==> config.mk <==
export PLATFORM = sky130hd
export DESIGN_NAME = lzd_norm_ctrl
export DESIGN_NICKNAME = d
export VERILOG_FILES = /design/src/rtl/lzd_norm_ctrl.sv
export SDC_FILE = /design/constraint.sdc
export NUM_CORES = 1
export LEC_CHECK = 0
export BUFFER_PORTS_ARGS = -buffer_cell sky130_fd_sc_hd__clkbuf_2
export CAP_MARGIN = 10
export CORE_MARGIN = 2
export CORE_UTILIZATION = 36
export CTS_CLUSTER_SIZE = 30
export DETAILED_ROUTE_END_ITERATION = 8
export MAX_ROUTING_LAYER = met4
export SLEW_MARGIN = 20
export SYNTH_ARGS = -nofsm -noshare
export SYNTH_HDL_FRONTEND = slang
export SYNTH_SLANG_ARGS = --single-unit
==> constraint.sdc <==
create_clock -name clk -period 6.1 [get_ports clk]
set_input_delay 0.305 -clock clk [delete_from_list [all_inputs] [get_ports clk]]
set_output_delay 0.305 -clock clk [all_outputs]
set_load 0.005 [all_outputs]
==> src/rtl/lzd_norm_ctrl.sv <==
// Normalization-stage sequencer: captures the add/sub result, runs the shared
// registered LZD through load/result, then shifts mantissa and adjusts exponent.
module lzd_norm_ctrl #(
    parameter int SWR     = 26,
    parameter int EWR     = 5,
    parameter int W_Exp   = 8,
    parameter int LZD_LAT = 1
) (
    input  logic             clk,
    input  logic             rst,
    input  logic             start_i,
    input  logic [SWR-1:0]   Add_subt_result_i,
    input  logic [W_Exp-1:0] exp_i,
    output logic             busy_o,
    output logic             done_o,
    output logic             lzd_load_o,
    output logic [SWR-1:0]   lzd_result_o,
    input  logic [EWR-1:0]   lzd_shift_i,
    output logic [SWR-1:0]   norm_mant_o,
    output logic [W_Exp-1:0] norm_exp_o,
    output logic             zero_o,
    output logic             underflow_o,
    output logic [2:0]       state_o
);

    localparam logic [2:0] S_IDLE  = 3'd0;
    localparam logic [2:0] S_LOAD  = 3'd1;
    localparam logic [2:0] S_WAIT  = 3'd2;
    localparam logic [2:0] S_SHIFT = 3'd3;
    localparam logic [2:0] S_DONE  = 3'd4;

    localparam int            CW       = (LZD_LAT > 1) ? $clog2(LZD_LAT) : 1;
    localparam logic [CW-1:0] LAT_LAST = CW'(LZD_LAT - 1);

    logic [2:0]       r_state;
    logic [SWR-1:0]   r_mant;
    logic [W_Exp-1:0] r_exp;
    logic [EWR-1:0]   r_shift;
    logic [CW-1:0]    r_wait_cnt;
    logic [SWR-1:0]   r_norm_mant;
    logic [W_Exp-1:0] r_norm_exp;
    logic             r_zero;
    logic             r_underflow;

    logic             w_idle_or_done;
    logic             w_too_far;
    logic [W_Exp-1:0] w_shift_ext;

    // Handshake: a request is taken on any edge where start_i=1 and the FSM is
    // in IDLE or DONE; there is no ready output, busy_o=1 means start_i is dropped.
    // Toward the LZD, lzd_load_o is a one-cycle strobe with lzd_result_o stable
    // until the count is sampled LZD_LAT cycles later.
    assign w_idle_or_done = (r_state == S_IDLE) || (r_state == S_DONE);
    assign w_too_far      = {{(32-EWR){1'b0}}, r_shift} >= 32'(SWR);
    assign w_shift_ext    = W_Exp'(r_shift);

    always_ff @(posedge clk or posedge rst) begin
        if (rst) begin
            r_state     <= S_IDLE;
            r_mant      <= '0;
            r_exp       <= '0;
            r_shift     <= '0;
            r_wait_cnt  <= '0;
            r_norm_mant <= '0;
            r_norm_exp  <= '0;
            r_zero      <= 1'b0;
            r_underflow <= 1'b0;
        end else begin
            case (r_state)
                S_IDLE, S_DONE: begin
                    if (start_i) begin
                        r_mant      <= Add_subt_result_i;
                        r_exp       <= exp_i;
                        r_underflow <= 1'b0;
                        if (Add_subt_result_i == '0) begin
                            // Zero result skips the LZD entirely.
                            r_norm_mant <= '0;
                            r_norm_exp  <= '0;
                            r_zero      <= 1'b1;
                            r_state     <= S_DONE;
                        end else begin
                            r_zero  <= 1'b0;
                            r_state <= S_LOAD;
                        end
                    end else begin
                        r_state <= S_IDLE;
                    end
                end
                S_LOAD: begin
                    r_wait_cnt <= '0;
                    r_state    <= S_WAIT;
                end
                S_WAIT: begin
                    if (r_wait_cnt == LAT_LAST) begin
                        r_shift <= lzd_shift_i;
                        r_state <= S_SHIFT;
                    end else begin
                        r_wait_cnt <= r_wait_cnt + CW'(1);
                    end
                end
                S_SHIFT: begin
                    r_norm_mant <= w_too_far ? '0 : (r_mant << r_shift);
                    r_zero      <= w_too_far;
                    // Underflow clamps the exponent but keeps the full mantissa shift.
                    if (w_shift_ext > r_exp) begin
                        r_norm_exp  <= '0;
                        r_underflow <= 1'b1;
                    end else begin
                        r_norm_exp  <= r_exp - w_shift_ext;
                        r_underflow <= 1'b0;
                    end
                    r_state <= S_DONE;
                end
                default: r_state <= S_IDLE;
            endcase
        end
    end

    assign busy_o       = (r_state == S_LOAD) || (r_state == S_WAIT) || (r_state == S_SHIFT);
    assign done_o       = (r_state == S_DONE);
    assign lzd_load_o   = (r_state == S_LOAD);
    assign lzd_result_o = r_mant;
    assign norm_mant_o  = r_norm_mant;
    assign norm_exp_o   = r_norm_exp;
    assign zero_o       = r_zero;
    assign underflow_o  = r_underflow;
    assign state_o      = r_state;

endmodule

**Yosys cells after proc, flatten, opt, wreduce, memory -nomap -nowiden**

Index checks and enable logic that the tools add are counted.

- Bits in registers: 79
- Input port bits: 42
- Output and inout port bits: 68
- Word-level logic and storage cells: 53

- Add/subtract/negate cells: 2
- Magnitude comparators: 2
- Equal/unequal tests: 7
- Shift operators: 1
- Multiplexer cells: 20
- Bitwise logic cells: 1
- Reduce and logical (&&, ||, !) cells: 11

Operator list:

| operator | number |
|---|---|
| $mux W26 | 3 |
| $pmux W26 S2 | 1 |
| $logic_not A26 Y1 | 1 |
| $shl A26 B5 Y26 | 1 |
| $mux W8 | 3 |
| $pmux W8 S2 | 1 |
| $pmux W3 S4 | 1 |
| $mux W3 | 3 |
| $gt A5 B8 Y1 | 1 |
| $sub A8 B5 Y8 | 1 |
| $eq A3 B2 Y1 const B | 2 |
| $ne A2 B2 Y1 const B | 3 |
| $pmux W1 S2 | 3 |
| $reduce_and A2 Y1 | 3 |
| $ge A5 B5 Y1 const B | 1 |
| $mux W1 | 5 |
| $reduce_bool A2 Y1 | 2 |
| $eq A3 B1 Y1 const B | 1 |
| $eq A3 B3 Y1 const B | 1 |
| $logic_not A3 Y1 | 1 |
| $reduce_and A3 Y1 | 1 |
| $logic_or A1 B1 Y1 | 2 |
| $reduce_or A2 Y1 | 1 |
| $add A1 B1 Y1 const B | 1 |
| $not A1 Y1 | 1 |

**Longest topological paths before layout**

Gate-level depths: netlist of run 1.

- Depth in word-level cells: 4
- Mapped depth: 10
- Mapped depth without buffers: 9

**Least setup slack after synthesis of run 1**

OpenSTA, ideal clock, no wires.

- Kind: reg2reg
- From: reg r_shift[2]
- To: reg r_norm_exp[7], in the netlist norm_exp_o[7]
- Library setup time: 124 ps
- Arrival: 2,027 ps
- Data required time: 5,976 ps
- Slack: 3,949 ps
- Cell stages (with the launch flop): 10
- Path buffers: 2
- Clock period less this slack: 2,151 ps
- Cells stage by stage: dfrtp_1 -> buf_6 -> inv_2 -> buf_2 -> ha_1 -> o21a_1 -> o31a_1 -> o21ai_0 -> a31oi_1 -> a211o_1

- Longest elaborated chain between the ends: 3
- Elaborated cells between the ends (all ways): 4
- Classes of those cells: add/sub: 1; order compare: 1; mux: 2

RTL lines:

| element | line | RTL |
|---|---|---|
| start: declaration | 38 | `logic [EWR-1:0] r_shift;` |
| start signal: assignment | 95 | `r_shift <= lzd_shift_i;` |
| $sub A8 B5 Y8 or $gt A5 B8 Y1 (tied branches) | 109, 105 |  |
| $mux W8 * | 105 | `if (w_shift_ext > r_exp) begin` |
| $pmux W8 S2 * | 69 | `case (r_state)` |
| end signal: assignment | 109 | `r_norm_exp <= r_exp - w_shift_ext;` |
| end: declaration | 41 | `logic [W_Exp-1:0] r_norm_exp;` |

Mark *: on every way between the ends. The rest lies on a longest branch, timed or not.
A chain may end at the register's enable or synchronous reset.

**Final worst setup path of run 1**

Ends and elaborated chain as after synthesis.

==> impl_results.md, run 1 <==
* Status: completed
* Mapped Area at 0.00464 mm2
* Count of final setup violators at 0
* Seq/Total Area, Yosys at around 42%
* Area occupied by multi-input gates at between 0.002 and 0.0025 mm2
* Vias at a little under 4,000
* Cts hold-fix bufs at 0
* Crit start category: register
* Period utilisation layout at around half
* Top FF cell, synth: dfrtp_1
* Hold_ws at 0.0658 ns
* Syn_nets at 521
* Drt total wl at approximately 12,000 um
* CTS-repair resized insts at 0
* Synth top area cells: dfrtp_1 42%, nand2_1 11%, mux2i_1 8.6%
* Slew Viols, Final at 0
* Req. time, crit path at between 6 and 7 ns
* Die Height at 118 um
* Post-route ant nets at 0
* First-pass GRT wire length at ~20,000 um
* Filler cells at ~1,300
* Clock tree sinks at a little under 80
* ANT cells at 0
* Detailed Place HPWL at slightly above 9000 um
* Clock Pin Slew Worst Setup and Hold Paths at approximately 0.06 ns
* Period minus WS final at a little over 3 ns
* Worst Path Max Fanout at 28
* # rows at 41
* Root Driver: clkbuf_16
* Clk Latency, worst-skew pair at 0.33 ns
* DRC viols at 0
* DRT Pass-1 Iters at 4
* Register Area at 0.00195 mm2
* Worst hold path class: input port to asynchronous set/reset pin
* Unique cell type count in the Yosys netlist at 63
* Critical setup path kind: register to register
* Largest net degree at the start of global routing at just under 80
* Endpoints failing hold at 0
* Post-synth EDFFs at 0
* Commonest non-fill, non-tap cell in the layout: nand2_1
* Layout cell share with drive strength beyond 1 at 27.4%
* Setup TNS at 0 ns
* Drt via density at 5.20
* Flops & latches, synth at between 70 and 80
* Worst EP arrival at ~3.3 ns
* # Post-CTS Setup Buffers at 0
* # Max-Cap Violations at 0
* Die area at roughly 0.014 mm2
* CTS max path bufs at 2
* Top Ports at 110
* Initial antenna violation count at 0
* Synthesized instance count at between 400 and 500
* Core area at around 0.013 mm2
* Port bufs at 109
* DR iter-0 viols at just under 200
* RSZ-0062 raised after global routing: false
* Initial Util at 36.8%
* Commonest non-fill, non-tap cells in the layout: 131 x nand2_1, 109 x clkbuf_2, 78 x dfrtp_1
* Leakage at 0.00275 uW
* Die width at roughly 120 um
* Vias in the first global route at 3,789
* Top-area cell type share of the netlist area at between 40% and 50%
* Syn. warnings at 0
* # H-tree levels at 3
* GP Congestion at 0.893
* CTS tree: done
* Nets@finish at approximately 620
* Async S/R FF share, synth at 100%
* Final Skew at approximately 0.0090 ns
* Worst vdd ir at approximately 210 uV
* Average size of a mapped cell at between 9 and 10 um2
* Slew headroom at just under 30%
* Gr ovfl total at 0
* Achievable Freq at between 0.3 and 0.4 GHz
* CP Capture Type: register
* CTS Buf Count at 9
* GRT Total Usage at about a fifth
* Drt wl/cell at about 17 um
* Slew @ Worst Pin at 1.06 ns
* Area Overhead vs Synth at 19.1%
* Pwr dens at roughly 600 mW/mm2
* Post-synth top area cell: dfrtp_1
[cell usage after synthesis, types with 3 or more instances]
cell      count
a211o_1       5
a211oi_1      5
a21oi_1       9
a221o_1       7
a22o_1       11
buf_1         3
buf_12        3
buf_2         4
buf_6         7
clkbuf_1     11
dfrtp_1      78
ha_1          6
inv_1        12
mux2_1        5
mux2_2        5
mux2i_1      40
mux4_2       10
nand2_1     132
nand3_1       6
nand4_1       4
nor2_1       18
nor3_1        3
nor4_1        3
nor4_2        3
o21a_1        5
o21ai_0      22
o22ai_1       7
[state kept, by name, summed over array words and instances, names as in the netlist]
name / cells
zero_o: 1
norm_exp_o: 8
norm_mant_o: 26
lzd_result_o: 26
r_shift: 5
state_o: 3
underflow_o: 1
r_exp: 8
[metrics by stage]
| stage | instances | worst slack [ns] | util, % | total power (uW) | area [um2] |
|---|---|---|---|---|---|
| 4_1_cts | 743 | 3.02 | 43.6 | 3340 | 5510 |
| 6_report | 744 | 3.03 | 43.8 | 3320 | 5530 |
| 5_1_grt | 744 | 2.78 | 43.8 | 3590 | 5530 |
| 3_5_place_dp | 727 | 3.06 | 41.2 | 2780 | 5200 |
| 2_1_floorplan | 472 | 3.80 | - | 2290 | 4640 |
| 3_3_place_gp | 727 | 3.19 | 41.2 | 2740 | 5200 |
[final timing paths]
| kind | slack, ns | cells after the start | end | start |
|---|---|---|---|---|
| setup reg to reg | 3.03 | 7 | norm_exp_o[7] | r_shift[2] |
| max in group asynchronous | 5.45 | 4 | lzd_result_o[5] | rst |
| setup / recovery | 3.03 | 7 | norm_exp_o[7] | r_shift[2] |
| hold reg to reg | 0.48 | 2 | norm_mant_o[9] | norm_mant_o[9] |
| min in group clk | 0.16 | 3 | r_exp[3] | exp_i[3] |
| hold / removal | 0.07 | 3 | r_exp[7] | rst |
[cell type report]
type                            count  area share [%]
Clock buffer                       12            4.64
Clock inverter                      4           0.815
Inverter                           15            1.15
Multi-Input combinational cell    348            43.3
Sequential cell                    78            35.3
Tap cell                          172            3.89
Timing Repair Buffer              115            10.9
[where the power goes]
| group | leakage [uW] | internal [uW] | total [uW] | switching (uW) |
|---|---|---|---|---|
| clock | 0.000152 | 337 | 542 | 205 |
| combinational | 0.00161 | 792 | 1730 | 937 |
| sequential | 0.000991 | 746 | 1040 | 298 |
[cell families after synthesis]
kind of cell	synth area share [%]
buf+inv	6.55
flops	42.1
mux	17.0
compound gates	14.0
fa+ha+maj	2.05
xor+xnor	0.566
simple gates	17.7
[routing by layer]
metal	up-vias	part of all wire (%)	wire length, um	global-route usage (%)
met5	-	0	0	-
met4	0	0.72	89	4.59
met3	6	4.6	563	4.55
met2	102	46	5620	27.2
met1	1875	49	6070	26.9
li1	1886	-	-	-
[worst max-delay path, stage by stage, from the launching register on]
cell     delay [ns]
dfrtp_1        1.04
inv_2          0.39
ha_1           0.46
o21a_1         0.20
o31a_1         0.11
o21ai_0        0.36
nor4b_1        0.30
a211o_1        0.14
Power figures use the tool's default switching activity.
==> inputs of run 2 (changes only) <==
--- a/config.mk
+++ b/config.mk
@@ -5,6 +5,7 @@
 export SDC_FILE = /design/constraint.sdc
 export NUM_CORES = 1
 export LEC_CHECK = 0
+export ABC_AREA = 1
 export BUFFER_PORTS_ARGS = -buffer_cell sky130_fd_sc_hd__clkbuf_2
 export CAP_MARGIN = 10
 export CORE_MARGIN = 2
==> constraint.sdc (replaced) <==
create_clock -name clk -period 2.5 [get_ports clk]
set_input_delay 0.125 -clock clk [delete_from_list [all_inputs] [get_ports clk]]
set_output_delay 0.125 -clock clk [all_outputs]
set_load 0.005 [all_outputs]
==> impl_results.md, run 2 <==
* Status: completed (unchanged)
* Worst Path Max Fanout at 18 (was 28)
* Switching Fraction at 46.2% (was 43.4%)
* GRT Total Usage at 19.8% (was 18.9%)
* Period minus WS final at 2.00 ns (was 3.07 ns)
* Slew @ Worst Pin at 0.632 ns (was 1.06 ns)
* Worst hold path class: input port to register (was input port to asynchronous set/reset pin)
* Min setup slack post-route at 0.496 ns (was 3.03 ns)
* DRC viols at 0 (unchanged)
* Top-area cell type share of the netlist area at 42.6% (was 42.1%)
* First-pass GRT wire length at 20,700 um (was 20,300 um)
* Critical setup path kind: register to register (unchanged)
* Achievable Freq at 0.499 GHz (was 0.325 GHz)
* Worst EP arrival at 2.28 ns (was 3.34 ns)
* CTS tree: done (unchanged)
* Clock power frac at 18.2% (was 16.3%)
* Sw Pwr at 3760 uW (was 1440 uW)
* Post-route ant nets at 0 (unchanged)
* Gr ovfl total at 0 (unchanged)
* Die width at 117 um (was 118 um)
* Int Pwr at 4370 uW (was 1880 uW)
* Post-synth top area cell: dfrtp_1 (unchanged)
* DR iter-0 viols at 308 (was 198)
* Power share of the sequential group at 29.8% (was 31.5%)
* Die area at 0.0137 mm2 (was 0.0138 mm2)
* RSZ-0062 raised after global routing: false (unchanged)
* CTS-repair resized insts at 0 (unchanged)
* Clock tree sinks at 78 (unchanged)
* Hold_ws at 0.00261 ns (was 0.0658 ns)
* ANT cells at 0 (unchanged)
* # Max-Cap Violations at 0 (unchanged)
* Register Area at 0.00195 mm2 (unchanged)
* Slew headroom at 57.8% (was 29.2%)
* Crit start category: register (unchanged)
* Area occupied by multi-input gates at 0.00225 mm2 (was 0.00239 mm2)
* Synth top cells by count: 271 x nand2_1, 112 x nand3_1, 78 x dfrtp_1 (was 132 x nand2_1, 78 x dfrtp_1, 40 x mux2i_1)
* Drt via density at 4.87 (was 5.20)
* Initial antenna violation count at 0 (unchanged)
* Unique cell type count in the Yosys netlist at 32 (was 63)
* # H-tree levels at 3 (unchanged)
* Syn_nets at 695 (was 521)
* Largest net degree at the start of global routing at 49 (was 79)
* Commonest non-fill, non-tap cell in the layout: nand2_1 (unchanged)
* CTS Buf Count at 9 (unchanged)
* Seq/Total Area, Yosys at 42.6% (was 42.1%)
* Leakage at 0.00305 uW (was 0.00275 uW)
* Filler cells at 1,357 (was 1,301)
* Commonest non-fill, non-tap cells in the layout: 271 x nand2_1, 112 x nand3_1, 109 x clkbuf_2 (was 131 x nand2_1, 109 x clkbuf_2, 78 x dfrtp_1)
* Post-synth EDFFs at 0 (unchanged)
* Nets@finish at 797 (was 616)
* Combinational share of power at 52.0% (was 52.2%)
* Drt wl/cell at 13.3 um (was 16.6 um)
* Pre-CTS setup slack at 0.501 ns (was 3.06 ns)
* Syn. warnings at 0 (unchanged)
* Area Overhead vs Synth at 22.3% (was 19.1%)
* Top FF cell, synth: dfrtp_1 (unchanged)
* Slew Viols, Final at 0 (unchanged)
* Pwr dens at 1450 mW/mm2 (was 600 mW/mm2)
* Req. time, crit path at 2.77 ns (was 6.37 ns)
* Initial Util at 36.6% (was 36.8%)
* Final Skew at 0.00534 ns (was 0.00896 ns)
* Average size of a mapped cell at 7.10 um2 (was 9.83 um2)
* Endpoints failing hold at 0 (unchanged)
* GP Congestion at 0.886 (was 0.893)
* Setup TNS at 0 ns (unchanged)
* Count leader, synth: nand2_1 (unchanged)
* Clk Latency, worst-skew pair at 0.34 ns (was 0.33 ns)
* Worst vdd ir at 486 uV (was 206 uV)
* Cts hold-fix bufs at 7 (was 0)
* Drt total wl at 12,300 um (about the same)
* Detailed Place HPWL at 9620 um (was 9130 um)
* CP Capture Type: register (unchanged)
* Vias in the first global route at 4,196 (was 3,789)
* DRT Pass-1 Iters at 5 (was 4)
* Async S/R FF share, synth at 100% (unchanged)
* Clock Pin Slew Worst Setup and Hold Paths at 0.06 ns (about the same)
* Synthesized instance count at 646 (was 472)
* Root Driver: clkbuf_16 (unchanged)
* CTS max path bufs at 2 (unchanged)
* Synth top area cells: dfrtp_1 43%, nand2_1 22%, nand3_1 12% (was dfrtp_1 42%, nand2_1 11%, mux2i_1 8.6%)
* Mapped Area at 0.00459 mm2 (was 0.00464 mm2)
* Period utilisation layout at 80.2% (was 50.4%)
* # Post-CTS Setup Buffers at 0 (unchanged)
* Flops & latches, synth at 78 (unchanged)
* Port bufs at 109 (unchanged)
* Core area at 0.0125 mm2 (was 0.0126 mm2)
* Die Height at 117 um (was 118 um)
* Count of final setup violators at 0 (unchanged)
* Vias at 4,502 (was 3,869)
* # rows at 41 (unchanged)
* Layout cell share with drive strength beyond 1 at 20.2% (was 27.4%)
* Top Ports at 110 (unchanged)
run 2: cell count changes after synthesis, sizes merged, moves of 8 or more:
| cell | previous run | this run |
|---|---|---|
| a21oi | 9 | 18 |
| buf | 19 | 27 |
| inv | 14 | 45 |
| mux2i | 40 | 0 |
| a22o | 11 | 0 |
| mux2 | 10 | 0 |
| nor2 | 18 | 28 |
| nand2 | 133 | 273 |
| mux4 | 12 | 0 |
| nand3 | 6 | 112 |
run 2: final timing paths:
check	slack, ns	end	startpoint	cells past startpoint
max	0.50	norm_exp_o[4]	r_shift[3]	8
min	0.003	r_exp[0]	exp_i[0]	3
max reg2reg	0.50	norm_exp_o[4]	r_shift[3]	8
min reg2reg	0.47	norm_mant_o[0]	norm_mant_o[0]	2
max in group asynchronous	1.53	lzd_result_o[25]	rst	4
min in group asynchronous	0.36	state_o[0]	rst	3
run 2: stage by stage:
| step | std cells | power (uW) | area, um2 | utilization (%) |
|---|---|---|---|---|
| after global placement | 902 | 6610 | 5200 | 41.5 |
| after global routing | 925 | 8980 | 5610 | 44.8 |
| final | 925 | 8130 | 5610 | 44.8 |
| after floorplan | 646 | 5400 | 4590 | - |
| after CTS | 925 | 8170 | 5610 | 44.8 |
| after detailed placement | 902 | 6660 | 5200 | 41.5 |
run 2: cell type report:
type	count	area share, %
timing repair buffer	123	12.1
clock inverter	6	1.96
tap	172	3.84
sequential	78	34.8
inverter	45	3.15
clock buffer	10	4.08
multi-input combinational	491	40.0
run 2: power groups by stage:
stage | Clock (uW) | Combinational (uW) | Sequential (uW)
floorplan | 0 | 3090 | 2320
global placement | 0 | 4190 | 2420
detailed placement | 0 | 4210 | 2440
CTS | 1500 | 4250 | 2420
global route | 1560 | 4910 | 2510
finish | 1480 | 4230 | 2420
run 2: layer usage:
| layer | share of wire, % | track usage (%) | up-vias |
|---|---|---|---|
| met2 | 43 | 28.1 | 130 |
| met3 | 5.2 | 3.45 | 9 |
| li1 | - | - | 2300 |
| met5 | 0 | - | - |
| met1 | 50 | 29.1 | 2063 |
| met4 | 1.4 | 5.73 | 0 |
run 2: kinds of logic (layout without fill, tap and decap cells):
group	Yosys count	after routing	share of synthesized area, %
AO/OA/AOI/OAI	54	54	6.96
XOR/XNOR	3	3	0.573
adder cells (fa/ha/maj)	7	7	2.07
buffers and inverters	77	184	8.46
flip-flops	78	78	42.6
AND/OR/NAND/NOR	427	427	39.4
run 2: critical path, stage by stage (launching register included):
cell and delay [ns]:
dfrtp_1 0.71, inv_2 0.07, ha_1 0.36, nand3_1 0.09, nand2_1 0.08, nand2_1 0.09, a21oi_2 0.33, nand3_1 0.12
nand2_1 0.08
